===== src/rtl/lift_pkg.sv =====
// Shared defaults, dispatcher FSM state type and the floor distance helper.
package lift_pkg;

  localparam int NUM_FLOORS = 8;
  localparam int FLOOR_W    = 3;

  typedef enum logic [1:0] {
    S_IDLE   = 2'd0,
    S_SELECT = 2'd1,
    S_ISSUE  = 2'd2
  } disp_state_t;

  // Unsigned FLOOR_W+1-bit distance; no modular wrap between top and bottom floors.
  function automatic logic [FLOOR_W:0] floor_dist(input logic [FLOOR_W-1:0] a,
                                                  input logic [FLOOR_W-1:0] b);
    logic [FLOOR_W:0] wa;
    logic [FLOOR_W:0] wb;
    wa = {1'b0, a};
    wb = {1'b0, b};
    return (wa >= wb) ? (wa - wb) : (wb - wa);
  endfunction

endpackage


===== src/rtl/lift_car_select.sv =====
// Combinational nearest-idle-car picker; ties resolve to the lowest car index.
module lift_car_select
  import lift_pkg::*;
#(
  parameter int NUM_CARS = 2,
  parameter int FLOOR_W  = lift_pkg::FLOOR_W
) (
  input  logic [NUM_CARS*FLOOR_W-1:0] i_car_floor,
  input  logic [NUM_CARS-1:0]         i_car_idle,
  input  logic [FLOOR_W-1:0]          i_target,
  output logic [1:0]                  o_sel_car,
  output logic                        o_any_idle
);

  logic [FLOOR_W:0] w_best;
  logic [FLOOR_W:0] w_dist;

  always_comb begin
    o_sel_car  = '0;
    o_any_idle = 1'b0;
    w_best     = '1;
    w_dist     = '0;
    for (int i = 0; i < NUM_CARS; i++) begin
      w_dist = floor_dist(i_car_floor[i*FLOOR_W +: FLOOR_W], i_target);
      // Strict less-than keeps the earlier (lower-index) car on equal distance.
      if (i_car_idle[i] && (!o_any_idle || (w_dist < w_best))) begin
        o_any_idle = 1'b1;
        w_best     = w_dist;
        o_sel_car  = 2'(i);
      end
    end
  end

endmodule


===== src/rtl/lift_dispatcher.sv =====
// Group-control lift dispatcher: pending-call bitmap, round-robin floor scan, nearest-idle-car assignment.
// Defining LIFT_DISPATCH_EMERG_EN adds the emergency_stop input.
module lift_dispatcher
  import lift_pkg::*;
#(
  parameter int NUM_CARS    = 2,
  parameter int NUM_FLOORS  = lift_pkg::NUM_FLOORS,
  parameter int FLOOR_W     = lift_pkg::FLOOR_W,
  parameter int ACK_TIMEOUT = 15
) (
  input  logic                        clk,
  input  logic                        reset_n,
`ifdef LIFT_DISPATCH_EMERG_EN
  input  logic                        emergency_stop,
`endif
  input  logic                        call_valid,
  input  logic [FLOOR_W-1:0]          call_floor,
  output logic                        call_ready,
  input  logic [NUM_CARS*FLOOR_W-1:0] car_floor,
  input  logic [NUM_CARS-1:0]         car_idle,
  output logic [NUM_CARS-1:0]         asg_valid,
  output logic [FLOOR_W-1:0]          asg_floor,
  input  logic [NUM_CARS-1:0]         asg_ready,
  output logic [NUM_FLOORS-1:0]       pending,
  output logic                        busy,
  output disp_state_t                 dbg_state
);

  // Handshake: an assignment transfers on the edge where asg_valid[sel_car] and
  // asg_ready[sel_car] are both high; asg_floor is stable for the whole S_ISSUE stay.

  disp_state_t           r_state;
  logic [NUM_FLOORS-1:0] r_pending;
  logic [FLOOR_W-1:0]    r_ptr;
  logic [FLOOR_W-1:0]    r_asg_floor;
  logic [1:0]            r_sel_car;
  logic [3:0]            r_tmo;

  logic                  w_emerg;
  logic                  w_accept;
  logic                  w_ack;
  logic                  w_tmo_done;
  logic                  w_found;
  logic                  w_any_idle;
  logic [1:0]            w_sel_car;
  logic [FLOOR_W-1:0]    w_target;
  logic [FLOOR_W-1:0]    w_idx;
  logic [NUM_FLOORS-1:0] w_set;
  logic [NUM_FLOORS-1:0] w_clr;

`ifdef LIFT_DISPATCH_EMERG_EN
  assign w_emerg = emergency_stop;
`else
  assign w_emerg = 1'b0;
`endif

  assign call_ready = ~w_emerg;
  assign w_accept   = call_valid & call_ready;

  always_comb begin
    w_ack     = 1'b0;
    asg_valid = '0;
    for (int i = 0; i < NUM_CARS; i++) begin
      if (r_sel_car == 2'(i)) begin
        w_ack        = (r_state == S_ISSUE) && asg_ready[i];
        asg_valid[i] = (r_state == S_ISSUE) && !w_emerg;
      end
    end
  end

  assign w_tmo_done = (r_state == S_ISSUE) && !w_ack && (r_tmo == 4'(ACK_TIMEOUT - 1));

  // Out-of-range call floors match no bit and are silently dropped.
  always_comb begin
    w_set = '0;
    w_clr = '0;
    for (int f = 0; f < NUM_FLOORS; f++) begin
      w_set[f] = w_accept && (call_floor == FLOOR_W'(f));
      w_clr[f] = w_ack && (r_asg_floor == FLOOR_W'(f));
    end
  end

  // Round-robin scan starts just above the last served floor so no floor starves.
  always_comb begin
    w_found  = 1'b0;
    w_target = r_ptr;
    w_idx    = '0;
    for (int k = 1; k <= NUM_FLOORS; k++) begin
      w_idx = FLOOR_W'((int'(r_ptr) + k) % NUM_FLOORS);
      if (!w_found && r_pending[w_idx]) begin
        w_found  = 1'b1;
        w_target = w_idx;
      end
    end
  end

  lift_car_select #(
    .NUM_CARS (NUM_CARS),
    .FLOOR_W  (FLOOR_W)
  ) u_car_select (
    .i_car_floor (car_floor),
    .i_car_idle  (car_idle),
    .i_target    (w_target),
    .o_sel_car   (w_sel_car),
    .o_any_idle  (w_any_idle)
  );

  always_ff @(posedge clk or negedge reset_n) begin
    if (!reset_n) begin
      r_state     <= S_IDLE;
      r_pending   <= '0;
      r_ptr       <= FLOOR_W'(NUM_FLOORS - 1);
      r_asg_floor <= '0;
      r_sel_car   <= '0;
      r_tmo       <= '0;
    end else if (w_emerg) begin
      r_state   <= S_IDLE;
      r_pending <= '0;
      r_tmo     <= '0;
    end else begin
      // Clear beats a same-edge set: a call for the floor being retired counts as served.
      r_pending <= (r_pending | w_set) & ~w_clr;
      case (r_state)
        S_IDLE: begin
          if ((|r_pending) && (|car_idle)) r_state <= S_SELECT;
        end
        S_SELECT: begin
          if (w_any_idle && w_found) begin
            r_sel_car   <= w_sel_car;
            r_asg_floor <= w_target;
            r_tmo       <= '0;
            r_state     <= S_ISSUE;
          end else begin
            r_state <= S_IDLE;
          end
        end
        S_ISSUE: begin
          if (w_ack) begin
            r_ptr   <= r_asg_floor;
            r_tmo   <= '0;
            r_state <= S_IDLE;
          end else if (w_tmo_done) begin
            r_tmo   <= '0;
            r_state <= S_IDLE;
          end else begin
            r_tmo <= r_tmo + 4'd1;
          end
        end
        default: r_state <= S_IDLE;
      endcase
    end
  end

  assign pending   = r_pending;
  assign asg_floor = r_asg_floor;
  assign busy      = (r_state != S_IDLE);
  assign dbg_state = r_state;

endmodule


===== config.mk =====
export PLATFORM = sky130hd
export DESIGN_NAME = lift_dispatcher
export DESIGN_NICKNAME = d
export VERILOG_FILES = /design/src/rtl/lift_pkg.sv /design/src/rtl/lift_car_select.sv /design/src/rtl/lift_dispatcher.sv
export SDC_FILE = /design/constraint.sdc
export NUM_CORES = 1
export LEC_CHECK = 0
export CORE_MARGIN = 1
export CORE_UTILIZATION = 51
export CTS_CLUSTER_SIZE = 14
export DETAILED_ROUTE_END_ITERATION = 8
export PLACE_DENSITY = 0.78
export SLEW_MARGIN = 20
export SYNTH_ARGS = -nofsm -noshare
export SYNTH_HDL_FRONTEND = slang
export SYNTH_SLANG_ARGS = --single-unit

===== constraint.sdc =====
create_clock -name clk -period 4.9 [get_ports clk]
set_input_delay 0.49 -clock clk [delete_from_list [all_inputs] [get_ports clk]]
set_output_delay 0.49 -clock clk [all_outputs]
set_load 0.005 [all_outputs]

==> flow_metrics.env <==
export IMPL_root_buffer="clkbuf_8"
export IMPL_grt_first_pass_wirelength_um=10200
export IMPL_post_route_cell_area_um2=3220
export IMPL_fmax_ghz=0.206
export IMPL_synth_edf_count=0
export IMPL_synth_top_area_share_pct=18.3
export IMPL_drt_iter0_markers=190
export IMPL_worst_setup_path_start_kind="register"
export IMPL_antenna_found_initial=0
export IMPL_postSynthCellCount=268
export IMPL_gr_total_overflow=0
export IMPL_io_buffers=31
export IMPL_start_util_pct=54.5
export IMPL_syn_nets=310
export IMPL_grt_max_degree=22
export IMPL_cts_buffer_depth=2
export IMPL_rows=24
export IMPL_syn_area_um2=2460
export IMPL_routedWlPerCell_um=18.8
export IMPL_cts_max_level=1
export IMPL_nets=370
export IMPL_vias=2392
export IMPL_clock_sinks=21
export IMPL_ant_nets=0
export IMPL_worst_slew_pin_slew_ps=923
export IMPL_drt_vias_per_instance=6.31
export IMPL_synth_largest_area_cell="dfrtp_1"
export IMPL_met3_length_um=486
export IMPL_hold_path_class="register to register"
export IMPL_final_max_slew_viol_count=0
export IMPL_drive_gt1_share_pct=26.0
export IMPL_path_class="register to register"
export IMPL_dieArea_um2=5100
export IMPL_area_delta_synth_final_pct=31.1
export IMPL_final_cells=379
export IMPL_slew_limit_headroom_pct=38.2
export IMPL_period_share_pct=98.8
export IMPL_numCtsBuffers=3
export IMPL_wl_met1_um=3010
export IMPL_status="finished, final reports clean"
export IMPL_wl_met2_um=3370
export IMPL_fin_setup_tns_ps=0
export IMPL_top_layer_used="met4"
export IMPL_grt_use_total_pct=25.1
export IMPL_rsz0062_at_grt="yes"
export IMPL_cp_arrival_ps=5030
export IMPL_cts_clk_slew_worst_paths_ps=70
export IMPL_core_area_um2=4500
export IMPL_placed_cell_area_um2=2930
export IMPL_ys_seq_elements=21
export IMPL_synth_warnings=0
export IMPL_firstDrtPassIters=5
export IMPL_async_reset_ff_share_pct=100
export IMPL_die_h_um=71.4
export IMPL_seq_area_frac_synth_pct=21.5
export IMPL_place_hpwl_um=4810
export IMPL_dieWidth_um=71.4
export IMPL_worst_clock_skew_ps=1.66
export IMPL_worstSkewPairLatency_ps=260
export IMPL_cts_tree="yes"
export IMPL_drv_cap=0
export IMPL_min_period_ps=4840
export IMPL_drc=0
export IMPL_ys_types=63
export IMPL_hold_violations=0
export IMPL_grt_pass1_vias=2156
export IMPL_synth_most_common_cell="inv_1"
export IMPL_worstPathRequired_ps=5090
export IMPL_dp_cells=357
export IMPL_antenna_cells=0
export IMPL_syn_avg_cell_area_um2=9.16
export IMPL_ys_top_cells_by_count="inv_1 (23), a21oi_1 (22), ha_1 (20), dfrtp_1 (18), nor2_1 (16)"
export IMPL_synthFlopType="dfrtp_1"
export IMPL_place_congestion=0.933
export IMPL_critical_path_endpoint_type="register"
export IMPL_yosys_top_cells_area="dfrtp_1 (18%), ha_1 (10%), mux4_2 (6.4%)"
export IMPL_io_pins=33
export IMPL_setup_violations=0
export IMPL_wl_um=7110
export IMPL_cp_max_fo=6
export IMPL_nFillCells=313
## cells in the final DEF (no fill, tap or decap), types with 5 or more instances in the layout
master and n:
nor2b_1 11, clkdlybuf4s50_1 31, ha_1 18, nand3_1 7
nor2_1 15, nand2_1 11, a31oi_1 10, and2_1 7
a21oi_1 22, dfrtp_1 18, mux2_2 5, o21ai_0 10
inv_1 19, mux4_2 7, mux2i_1 11, buf_4 28
## per-layer routing
layer / GRT usage (%) / up-vias
li1: - / 1111
met1: 35.9 / 1137
met2: 40.8 / 121
met3: 2.25 / 23
met4: 7.33 / 0
met5: 0 / -
## area by class of cell
type / count / area (µm²) / share of cell area [%]
multi-input combinational: 217 / 1920 / 59.7
timing repair buffer: 62 / 568 / 17.6
sequential: 21 / 529 / 16.4
inverter: 23 / 88.8 / 2.76
tap: 52 / 65.1 / 2.02
clock buffer: 3 / 41.3 / 1.28
clock inverter: 1 / 5.00 / 0.155
## worst max-delay path: stages (launching register included)
cell	delay [ps]
dfstp_2	580
inv_2	90
ha_4	300
buf_12	120
mux2i_1	330
nand3_1	200
o221ai_4	130
nand4_1	190
o221a_2	340
xnor2_2	140
ha_2	190
fa_1	360
inv_1	80
fa_2	230
a31oi_4	50
buf_4	160
a221o_1	350
a221oi_2	240
ha_1	260
nor2b_1	130
o21ai_1	120
nand3_1	80
o21ai_0	80
## worst paths after layout
kind,startpoint,slack [ps],to,cells after the start
worst max-delay path,r_ptr[0],60,r_sel_car[0],22
worst min-delay path,r_tmo[3],510,r_tmo[3],1
worst max register to register,r_ptr[0],60,r_sel_car[0],22
worst min register to register,r_tmo[3],510,r_tmo[3],1
max in group asynchronous,reset_n,3590,pending[3],1
min in group asynchronous,reset_n,740,pending[6],1
## registers in the layout, summed over array words and instances (netlist names)
register	cells
r_sel_car	1
pending	8
dbg_state	2
r_tmo	4
r_ptr	3
asg_floor	3
## through the flow
stage | setup slack, ps | util (%) | hold WS [ps]
2_1_floorplan | -5.70 | - | 194
3_3_place_gp | 66.6 | 65.1 | 492
3_5_place_dp | -45.4 | 65.1 | 491
4_1_cts | 29.8 | 66.6 | 509
5_1_grt | -115 | 71.5 | 514
6_report | 56.9 | 71.5 | 508
## cells by family after synthesis
logic type,share of synthesized area (%)
adder cells (fa/ha/maj),15.1
multiplexers,16.3
other,0.153
buffers and inverters,5.76
AND/OR/NAND/NOR,15.7
AO/OA/AOI/OAI,22.1
XOR/XNOR,3.41
flip-flops,21.5
## timing repair
action | 4_1_cts | 5_1_grt
buffers inserted | 2 | 15
setup endpoints to repair | 1 | 1
endpoints found under the hold margin | 0 | 0
resized for setup | 3 | 18
cloned | 0 | 1
hold buffers | 0 | 0
pin swaps | 1 | 8
Power is left out: the tool's default activity adds up to more than one toggle a clock period on the data nets, which glitch-free logic cannot reach.
